$ cat src/rtl/updi_pkg.sv
// Shared UPDI constants, responder state encoding and opcode support check.
package updi_pkg;

    localparam logic [7:0] Synch = 8'h55;
    localparam logic [7:0] Ack   = 8'h40;

    localparam logic [2:0] OpLds    = 3'b000;
    localparam logic [2:0] OpLd     = 3'b001;
    localparam logic [2:0] OpSts    = 3'b010;
    localparam logic [2:0] OpSt     = 3'b011;
    localparam logic [2:0] OpLdcs   = 3'b100;
    localparam logic [2:0] OpRepeat = 3'b101;
    localparam logic [2:0] OpStcs   = 3'b110;
    localparam logic [2:0] OpKey    = 3'b111;

    typedef enum logic [3:0] {
        StIdle,
        StOpcode,
        StAddrLo,
        StAddrHi,
        StMemRd,
        StMemWait,
        StMemWr,
        StDataIn,
        StTxData,
        StTxAck
    } updi_resp_state_t;

    // Only byte/word addressing with byte data, and CS accesses with op[4] clear.
    function automatic logic op_supported(input logic [7:0] op);
        case (op[7:5])
            OpLds, OpSts:                 return (op[3] == 1'b0) && (op[1:0] == 2'b00);
            OpLdcs, OpStcs:               return op[4] == 1'b0;
            OpLd, OpSt, OpRepeat, OpKey:  return 1'b0;
            default:                      return 1'b0;
        endcase
    endfunction

endpackage

$ cat src/rtl/updi_cs_regfile.sv
// 16x8 control/status register array: one write port, one combinational read port.
module updi_cs_regfile #(
    parameter logic [7:0] STATUSA_RESET = 8'h30
) (
    input  logic       clk,
    input  logic       rst,
    input  logic       we,
    input  logic [3:0] waddr,
    input  logic [7:0] wdata,
    input  logic [3:0] raddr,
    output logic [7:0] rdata
);

    logic [7:0] regs_q [16];

    always_ff @(posedge clk or negedge rst) begin
        if (!rst) begin
            for (int i = 0; i < 16; i++) begin
                regs_q[i] <= (i == 0) ? STATUSA_RESET : 8'h00;
            end
        end else if (we) begin
            regs_q[waddr] <= wdata;
        end
    end

    assign rdata = regs_q[raddr];

endmodule

$ cat src/rtl/updi_responder.sv
// Target-side UPDI responder: parses RX FIFO frames, runs LDCS/STCS/LDS/STS
// against the CS array and a byte memory bus, and answers through the TX FIFO.
module updi_responder
    import updi_pkg::*;
#(
    parameter int unsigned TIMEOUT_CLKS  = 100,
    parameter logic [7:0]  STATUSA_RESET = 8'h30
) (
    input  logic        clk,
    input  logic        rst,
    input  logic [7:0]  uart_rx_fifo_data,
    output logic        uart_rx_fifo_rd_en,
    input  logic        uart_rx_fifo_empty,
    output logic [7:0]  uart_tx_fifo_data,
    output logic        uart_tx_fifo_wr_en,
    input  logic        uart_tx_fifo_full,
    output logic [15:0] mem_addr,
    output logic [7:0]  mem_wdata,
    output logic        mem_we,
    output logic        mem_re,
    input  logic [7:0]  mem_rdata,
    output logic        busy,
    output logic        frame_error,
    output logic        unsupported
);

    localparam int unsigned TW = $clog2(TIMEOUT_CLKS + 1);

    updi_resp_state_t state_q;
    logic [TW-1:0]    tmo_q;
    logic [7:0]       data_q;
    logic [3:0]       cs_addr_q;
    logic             is_cs_q;
    logic             is_sts_q;
    logic             wide_q;
    logic             data_done_q;

    logic       pop_state;
    logic       tmo_state;
    logic [7:0] rx;
    logic       cs_we;
    logic [7:0] cs_rdata;

    assign rx        = uart_rx_fifo_data;
    assign pop_state = (state_q == StIdle) || (state_q == StOpcode) || (state_q == StAddrLo) ||
                       (state_q == StAddrHi) || (state_q == StDataIn);
    assign tmo_state = pop_state && (state_q != StIdle);

    assign uart_rx_fifo_rd_en = pop_state && !uart_rx_fifo_empty;
    assign uart_tx_fifo_wr_en = ((state_q == StTxData) || (state_q == StTxAck)) &&
                                !uart_tx_fifo_full;
    assign uart_tx_fifo_data  = (state_q == StTxAck) ? Ack : data_q;
    assign busy               = (state_q != StIdle);

    // CS writes land on the same edge that pops the STCS data byte.
    assign cs_we = (state_q == StDataIn) && is_cs_q && uart_rx_fifo_rd_en;

    updi_cs_regfile #(
        .STATUSA_RESET(STATUSA_RESET)
    ) u_cs_regfile (
        .clk   (clk),
        .rst   (rst),
        .we    (cs_we),
        .waddr (cs_addr_q),
        .wdata (rx),
        .raddr (rx[3:0]),
        .rdata (cs_rdata)
    );

    always_ff @(posedge clk or negedge rst) begin
        if (!rst) begin
            state_q     <= StIdle;
            tmo_q       <= '0;
            data_q      <= 8'h00;
            cs_addr_q   <= 4'h0;
            is_cs_q     <= 1'b0;
            is_sts_q    <= 1'b0;
            wide_q      <= 1'b0;
            data_done_q <= 1'b0;
            mem_addr    <= 16'h0000;
            mem_wdata   <= 8'h00;
            mem_we      <= 1'b0;
            mem_re      <= 1'b0;
            frame_error <= 1'b0;
            unsupported <= 1'b0;
        end else begin
            mem_we      <= 1'b0;
            mem_re      <= 1'b0;
            frame_error <= 1'b0;
            unsupported <= 1'b0;

            // Starvation only ever fires when nothing is popped, so it never races the FSM.
            if (tmo_state && uart_rx_fifo_empty) begin
                if (tmo_q == TW'(TIMEOUT_CLKS - 1)) begin
                    tmo_q       <= '0;
                    frame_error <= 1'b1;
                    state_q     <= StIdle;
                end else begin
                    tmo_q <= tmo_q + 1'b1;
                end
            end else begin
                tmo_q <= '0;
            end

            case (state_q)
                StIdle: begin
                    if (uart_rx_fifo_rd_en && rx == Synch) state_q <= StOpcode;
                end
                StOpcode: begin
                    if (uart_rx_fifo_rd_en) begin
                        if (!op_supported(rx)) begin
                            unsupported <= 1'b1;
                            state_q     <= StIdle;
                        end else if (rx[7:5] == OpLdcs) begin
                            data_q  <= cs_rdata;
                            state_q <= StTxData;
                        end else if (rx[7:5] == OpStcs) begin
                            cs_addr_q <= rx[3:0];
                            is_cs_q   <= 1'b1;
                            state_q   <= StDataIn;
                        end else begin
                            is_cs_q     <= 1'b0;
                            is_sts_q    <= (rx[7:5] == OpSts);
                            wide_q      <= rx[2];
                            data_done_q <= 1'b0;
                            state_q     <= StAddrLo;
                        end
                    end
                end
                StAddrLo: begin
                    if (uart_rx_fifo_rd_en) begin
                        mem_addr <= {8'h00, rx};
                        if (wide_q) begin
                            state_q <= StAddrHi;
                        end else if (is_sts_q) begin
                            state_q <= StTxAck;
                        end else begin
                            mem_re  <= 1'b1;
                            state_q <= StMemRd;
                        end
                    end
                end
                StAddrHi: begin
                    if (uart_rx_fifo_rd_en) begin
                        mem_addr[15:8] <= rx;
                        if (is_sts_q) begin
                            state_q <= StTxAck;
                        end else begin
                            mem_re  <= 1'b1;
                            state_q <= StMemRd;
                        end
                    end
                end
                StMemRd:   state_q <= StMemWait;
                StMemWait: begin
                    data_q  <= mem_rdata;
                    state_q <= StTxData;
                end
                StDataIn: begin
                    if (uart_rx_fifo_rd_en) begin
                        if (is_cs_q) begin
                            state_q <= StIdle;
                        end else begin
                            mem_wdata <= rx;
                            mem_we    <= 1'b1;
                            state_q   <= StMemWr;
                        end
                    end
                end
                StMemWr: begin
                    data_done_q <= 1'b1;
                    state_q     <= StTxAck;
                end
                StTxData: begin
                    if (!uart_tx_fifo_full) state_q <= StIdle;
                end
                StTxAck: begin
                    if (!uart_tx_fifo_full) state_q <= data_done_q ? StIdle : StDataIn;
                end
                default: state_q <= StIdle;
            endcase
        end
    end

endmodule
$ cat config.mk
export PLATFORM = sky130hd
export DESIGN_NAME = updi_responder
export DESIGN_NICKNAME = d
export VERILOG_FILES = /design/src/rtl/updi_pkg.sv /design/src/rtl/updi_cs_regfile.sv /design/src/rtl/updi_responder.sv
export SDC_FILE = /design/constraint.sdc
export NUM_CORES = 1
export LEC_CHECK = 0
export ABC_CLOCK_PERIOD_IN_PS = 1900
export CAP_MARGIN = 20
export CORE_ASPECT_RATIO = 2
export CORE_MARGIN = 1
export CORE_UTILIZATION = 36
export DETAILED_ROUTE_END_ITERATION = 10
export SYNTH_ARGS = -nofsm -noshare
export SYNTH_HDL_FRONTEND = slang
export SYNTH_SLANG_ARGS = --single-unit
export TNS_END_PERCENT = 10
$ cat constraint.sdc
create_clock -name clk -period 1.9 [get_ports clk]
set_input_delay 0.38 -clock clk [delete_from_list [all_inputs] [get_ports clk]]
set_output_delay 0.38 -clock clk [all_outputs]
set_load 0.02 [all_outputs]
After elaboration in Yosys (flattened, before gate mapping). Index checks and enable logic that the tools add are counted. W data, S select, Z words.

Word-level logic and storage cells: 156. Flip-flop bits (word level): 183. Output and inout bits: 39.

Bitwise logic cells: 7. Reduce and logical (&&, ||, !) cells: 34. Add/sub/neg operators: 1. Mux-type cells: 55. Eq/ne operators: 25. Order comparisons: 3.

Operators with widths (number): $bwmux W128 (1); $mux W8 (8); $mux W4 (13); $pmux W4 S10 (1); $bmux W8 S4 (1); $demux W8 S4 (1); $pmux W8 S2 (2); $mux W1 (19); $eq A4 B3 Y1 const B (4); $mux W16 (1); $reduce_and A5 Y1 (3); $mux W7 (2); $eq A3 B3 Y1 const B (4); $ge A5 B5 Y1 const B (2); $ne A2 B2 Y1 const B (5); $not A4 Y5 (2); $logic_and A1 B1 Y1 (9); $mux W3 (3); $eq A4 B2 Y1 const B (2); $eq A4 B4 Y1 const B (2); $eq A8 B7 Y1 const B (1); $reduce_and A4 Y1 (2); $add A7 B1 Y7 const B (1); $eq A7 B7 Y1 const B (1); 19 further kinds (35).

Longest topological paths before layout.
Depth in word-level cells: 11. Mapped depth: 7. Depth with buffers taken out: 6.

Hierarchy. From an unflattened synthesis, not the netlist that was laid out.

Cell total of the unflattened synthesis: 602. Area total of the unflattened synthesis: 8518.2 sq um.

Modules (own cells, without submodules): updi_cs_regfile (instances 1, cells each 365, area an instance 5918.2 sq um); updi_responder (instances 1, cells each 237, area an instance 2600.0 sq um).

Least setup slack after synthesis. OpenSTA, ideal clock, no wires.

Path kind: register to register. Start point: reg state_q[2]. End point: reg mem_addr[0]. Stages on the path, launching flop included: 6. Library setup time: 125 ps. Arrival: 1674 ps. Required time: 1775 ps. Slack: 101 ps. Cell sequence: dfrtp_1 -> clkbuf_1 -> nor2_1 -> nand3b_1 -> nor2_2 -> mux2_2.

Longest elaborated chain between the ends: 7.

RTL lines: start, declared (line updi_responder.sv:29) `updi_resp_state_t state_q;`; start signal, assigned (line updi_responder.sv:72) `state_q <= StIdle;`; start signal, assigned (line updi_responder.sv:97) `state_q <= StIdle;`; start signal, assigned (line updi_responder.sv:107) `if (uart_rx_fifo_rd_en && rx == Synch) state_q <= StOpcode;`; $eq A4 B1 Y1 or $logic_not A4 Y1 (tied branches) (line updi_responder.sv:45) `assign pop_state = (state_q == StIdle) || (state_q == StOpcode) || (state_q == StAddrLo) ||`; $logic_or A1 B1 Y1 (3 in a row) (line updi_responder.sv:45); $logic_or A1 B1 Y1 (line updi_responder.sv:46) `(state_q == StAddrHi) || (state_q == StDataIn);`; $logic_and A1 B1 Y1 (line updi_responder.sv:49) `assign uart_rx_fifo_rd_en = pop_state && !uart_rx_fifo_empty;`; $reduce_and A2 Y1 (no line) (*); end signal, assigned (line updi_responder.sv:132) `mem_addr <= {8'h00, rx};`; end, declared (line updi_responder.sv:17) `output logic [15:0] mem_addr,`.

Every way passes the cells marked *; elsewhere a longest branch is shown, timed or not. A chain may end at the register's enable or synchronous reset.

Worst setup path after layout.
Start point: reg state_q[2]. End point: out uart_tx_fifo_data[3].

Longest elaborated chain between the ends: 2.

RTL lines: $eq A4 B4 Y1 (line updi_responder.sv:52) `assign uart_tx_fifo_data = (state_q == StTxAck) ? Ack : data_q;`; $mux W8 (line updi_responder.sv:52); end, declared (line updi_responder.sv:14) `output logic [7:0] uart_tx_fifo_data,`.

Every way passes these cells.

==> results by group <==
Synth
  • Cells after Synth: 691
  • Yosys warns: 0
  • Post-synth top flop: dfrtp_1
  • Sequential share of the synthesized area: about 53%
  • Async S/R FF share, synth: 100%
  • Yosys reg bits: roughly 180
  • Synth Cell Area: 8580 um2
  • Synth cell types: between 60 and 70
  • Number of flops mapped to enable cells by yosys: 0
  • Post-synthesis area per instance: 12.4 um2
  • Syn_nets: 712

STA
  • Tcrit/Tclk final: 106%
  • RSZ-0062 raised after global routing: yes
  • Slew HR: between 60% and 70%
  • Hold_ws: 0.344 ns
  • Hold Violations, Final: 0
  • Layout Skew: 0.0115 ns
  • Setup_tns: -1.76 ns
  • Setup ws final: -0.120 ns
  • Fmax: slightly below 0.5 GHz
  • Worst-margin pin slew: 0.598 ns
  • Final min period: 2.02 ns
  • Pins Over Slew Limit: 0
  • Final setup viols: 71

Pwr
  • Net Sw Power: around 3.3 mW
  • PD cells: 938 nW/um2
  • Int Pwr: 7.28 mW
  • Sequential share of power: 41.0%
  • Sw Ratio: 31.5%
  • Gate power share: 25.2%
  • Clk network pwr share: between 30% and 40%
  • Peak supply drop: 0.607 mV
  • Static leakage: between 5 and 6 nW

GRT
  • Initial antenna violation count: 0
  • GR Overflow Total: 0
  • First-pass GRT wire length: 36,200 um
  • Gr usage total: a little under 20%
  • Largest net degree at the start of global routing: 48
  • Vias in the first global route: 6,524

Routing
  • Residual DRC count: 12
  • Vias per inst: 5.32
  • Antenna Nets Post-Route: 0
  • Initial DRC Count: 287
  • Number of detailed-route iterations in the first pass: 7
  • Routed WL: 22,500 um
  • DR vias: 6,013
  • DR WL/cell: 19.9 um

Clocking
  • Root buf cell: clkbuf_16
  • Clock tree sinks: 183
  • Max clock buf depth: 2
  • H-tree levels: 4
  • CTS tree: yes
  • CTS buffer count: 17
  • Register clock-pin slew on the reported worst setup and hold paths: 0.07 ns
  • Worst-Skew Late Latency: 0.44 ns

Cells and area
  • Area of the multi-input gates: approximately 4000 um2
  • # nets final: ~860
  • FF+latch area: 4590 um2
  • # fillers: 2,057
  • Share of cells above drive strength 1: 40.0%
  • Diodes inserted: 0
  • Syn-to-layout area delta: 32.1%

Worst setup path
  • Crit path max fanout: 6
  • Crit-path cells: nor4bb_1 > buf_4 > buf_12 > nor2b_1 > buf_2
  • Critical path's top delay family: buffers and inverters
  • CP Capture Type: output pin
  • CP required: around 1.5 ns
  • CP arrival: 1.64 ns
  • Largest incremental delay on the critical path: about 0.43 ns
  • Startpoint types: flop
  • Buf+Inv Stages, Crit Path: 3
  • Slowest-stage cell, CP: dfrtp_2
  • Critical path type: flop to output pin

Placement
  • GPL Wtd Cong: 0.822
  • Hpwl dp: 16,200 um
  • I/O Buffers: 58

Floorplanning
  • Die area: 24,500 um2
  • Ports: 59
  • Core ar.: 23,300 um2
  • DIE HEIGHT: 220 um
  • Die width: 111 um
  • Starting Density: 36.8%
  • Cell Rows: between 70 and 80

Job
  • Max cap viols: 0

Outcome
  • Status: complete, but fails checks
  • Failing checks: DRC, setup timing

Worst hold path
  • Hold crit path type: input port to flop
layout by cell type (no fill, tap or decap), types with 9 or more instances in the layout:
cell,instances
a211oi_1,9
a21oi_1,13
a22oi_1,11
buf_12,17
buf_4,90
buf_6,15
clkbuf_16,17
clkdlybuf4s50_1,45
dfrtp_1,178
mux2_1,26
mux2_2,83
mux2_4,23
mux2i_1,25
mux4_2,16
nand2_1,52
nor2_1,28
nor2b_1,21
o21ai_0,32
final timing paths:
check / to / slack [ns] / start / cells after the start
worst max-delay path: uart_tx_fifo_data[3] / -0.12 / state_q[2]$_DFF_PN0_ / 5
worst min-delay path: u_cs_regfile.regs_q[104]$_DFFE_PN0P_ / 0.34 / uart_rx_fifo_data[0] / 2
worst max register to register: u_cs_regfile.regs_q[12]$_DFFE_PN0P_ / -0.04 / state_q[3]$_DFF_PN0_ / 7
worst min register to register: tmo_q[0]$_DFF_PN0_ / 0.46 / tmo_q[0]$_DFF_PN0_ / 1
max in group asynchronous: u_cs_regfile.regs_q[76]$_DFFE_PN0P_ / 0.82 / rst / 3
min in group asynchronous: u_cs_regfile.regs_q[108]$_DFFE_PN0P_ / 0.43 / rst / 2
per-stage QoR:
step                cells  util, %  area (um2)  setup slack, ns  power (mW)
floorplan             691        -        8580            0.101        5.63
global placement     1088     44.1       10300           -0.502        6.82
detailed placement   1088     44.1       10300           -0.526        6.86
CTS                  1130     47.8       11200           -0.139        10.5
global route         1131     48.6       11300           -0.181        11.1
finish               1131     48.6       11300           -0.120        10.6
power by group through the flow:
stage / registers (mW) / logic [mW] / clock network, mW
after floorplan: 4.42 / 1.22 / 0
after global routing: 4.39 / 2.86 / 3.81
final: 4.36 / 2.68 / 3.58
after CTS: 4.35 / 2.53 / 3.67
after detailed placement: 4.42 / 2.44 / 0
after global placement: 4.40 / 2.41 / 0
cell usage after synthesis, types with 5 or more instances:
master | n | area [um2]
buf_2 | 11 | 55.1
dfrtp_1 | 181 | 4530
o21ai_0 | 33 | 165
nand2_1 | 53 | 199
mux4_2 | 16 | 360
nand3_2 | 8 | 80.1
a211oi_1 | 9 | 67.6
mux2_2 | 100 | 1130
clkbuf_1 | 31 | 116
mux2_1 | 32 | 360
nand3_1 | 12 | 60.1
a41oi_1 | 6 | 52.6
a21oi_1 | 13 | 65.1
mux2i_1 | 25 | 250
a22oi_1 | 13 | 97.6
nor2_1 | 31 | 116
nor2b_1 | 23 | 144
nand2b_1 | 6 | 37.5
inv_1 | 9 | 33.8
buf_1 | 5 | 18.8
cell families after synthesis:
family	synth area share (%)
mux	24.4
flops	53.4
simple gates	11.0
fa+ha+maj	0.263
buf+inv	2.96
xor+xnor	0.511
compound gates	7.40
cell type report:
type	instances	share of cell area, %
sequential	183	40.5
multi-input combinational	449	35.7
timing repair buffer	175	15.1
clock buffer	18	3.88
tap	283	3.13
clock inverter	14	1.34
inverter	9	0.320
routing by layer:
layer  up-vias  part of all wire (%)  GRT usage, %
li1       2778                     -             -
met1      3081                    40          21.8
met2       114                    54          35.3
met3        40                   2.6          3.56
met4         0                   3.9          10.2
met5         -                     0             0
flip-flops by register name, indices dropped and copies added (netlist names):
| name | cells |
|---|---|
| cs_addr_q | 4 |
| data_done_q | 1 |
| data_q | 8 |
| frame_error | 1 |
| is_cs_q | 1 |
| is_sts_q | 1 |
| mem_addr | 16 |
| mem_re | 1 |
| mem_wdata | 8 |
| mem_we | 1 |
| state_q | 4 |
| tmo_q | 7 |
| u_cs_regfile.regs_q | 128 |
| unsupported | 1 |
| wide_q | 1 |
timing repair:
action                     in CTS  in global routing
pin swaps                       3                  6
hold buffers                    1                  0
buffers inserted                7                  1
setup endpoints to repair     136                131
cloned                          2                  0
hold endpoints to repair       43                  0
resized for setup             102                 40
(Power assumes the default switching activity.)
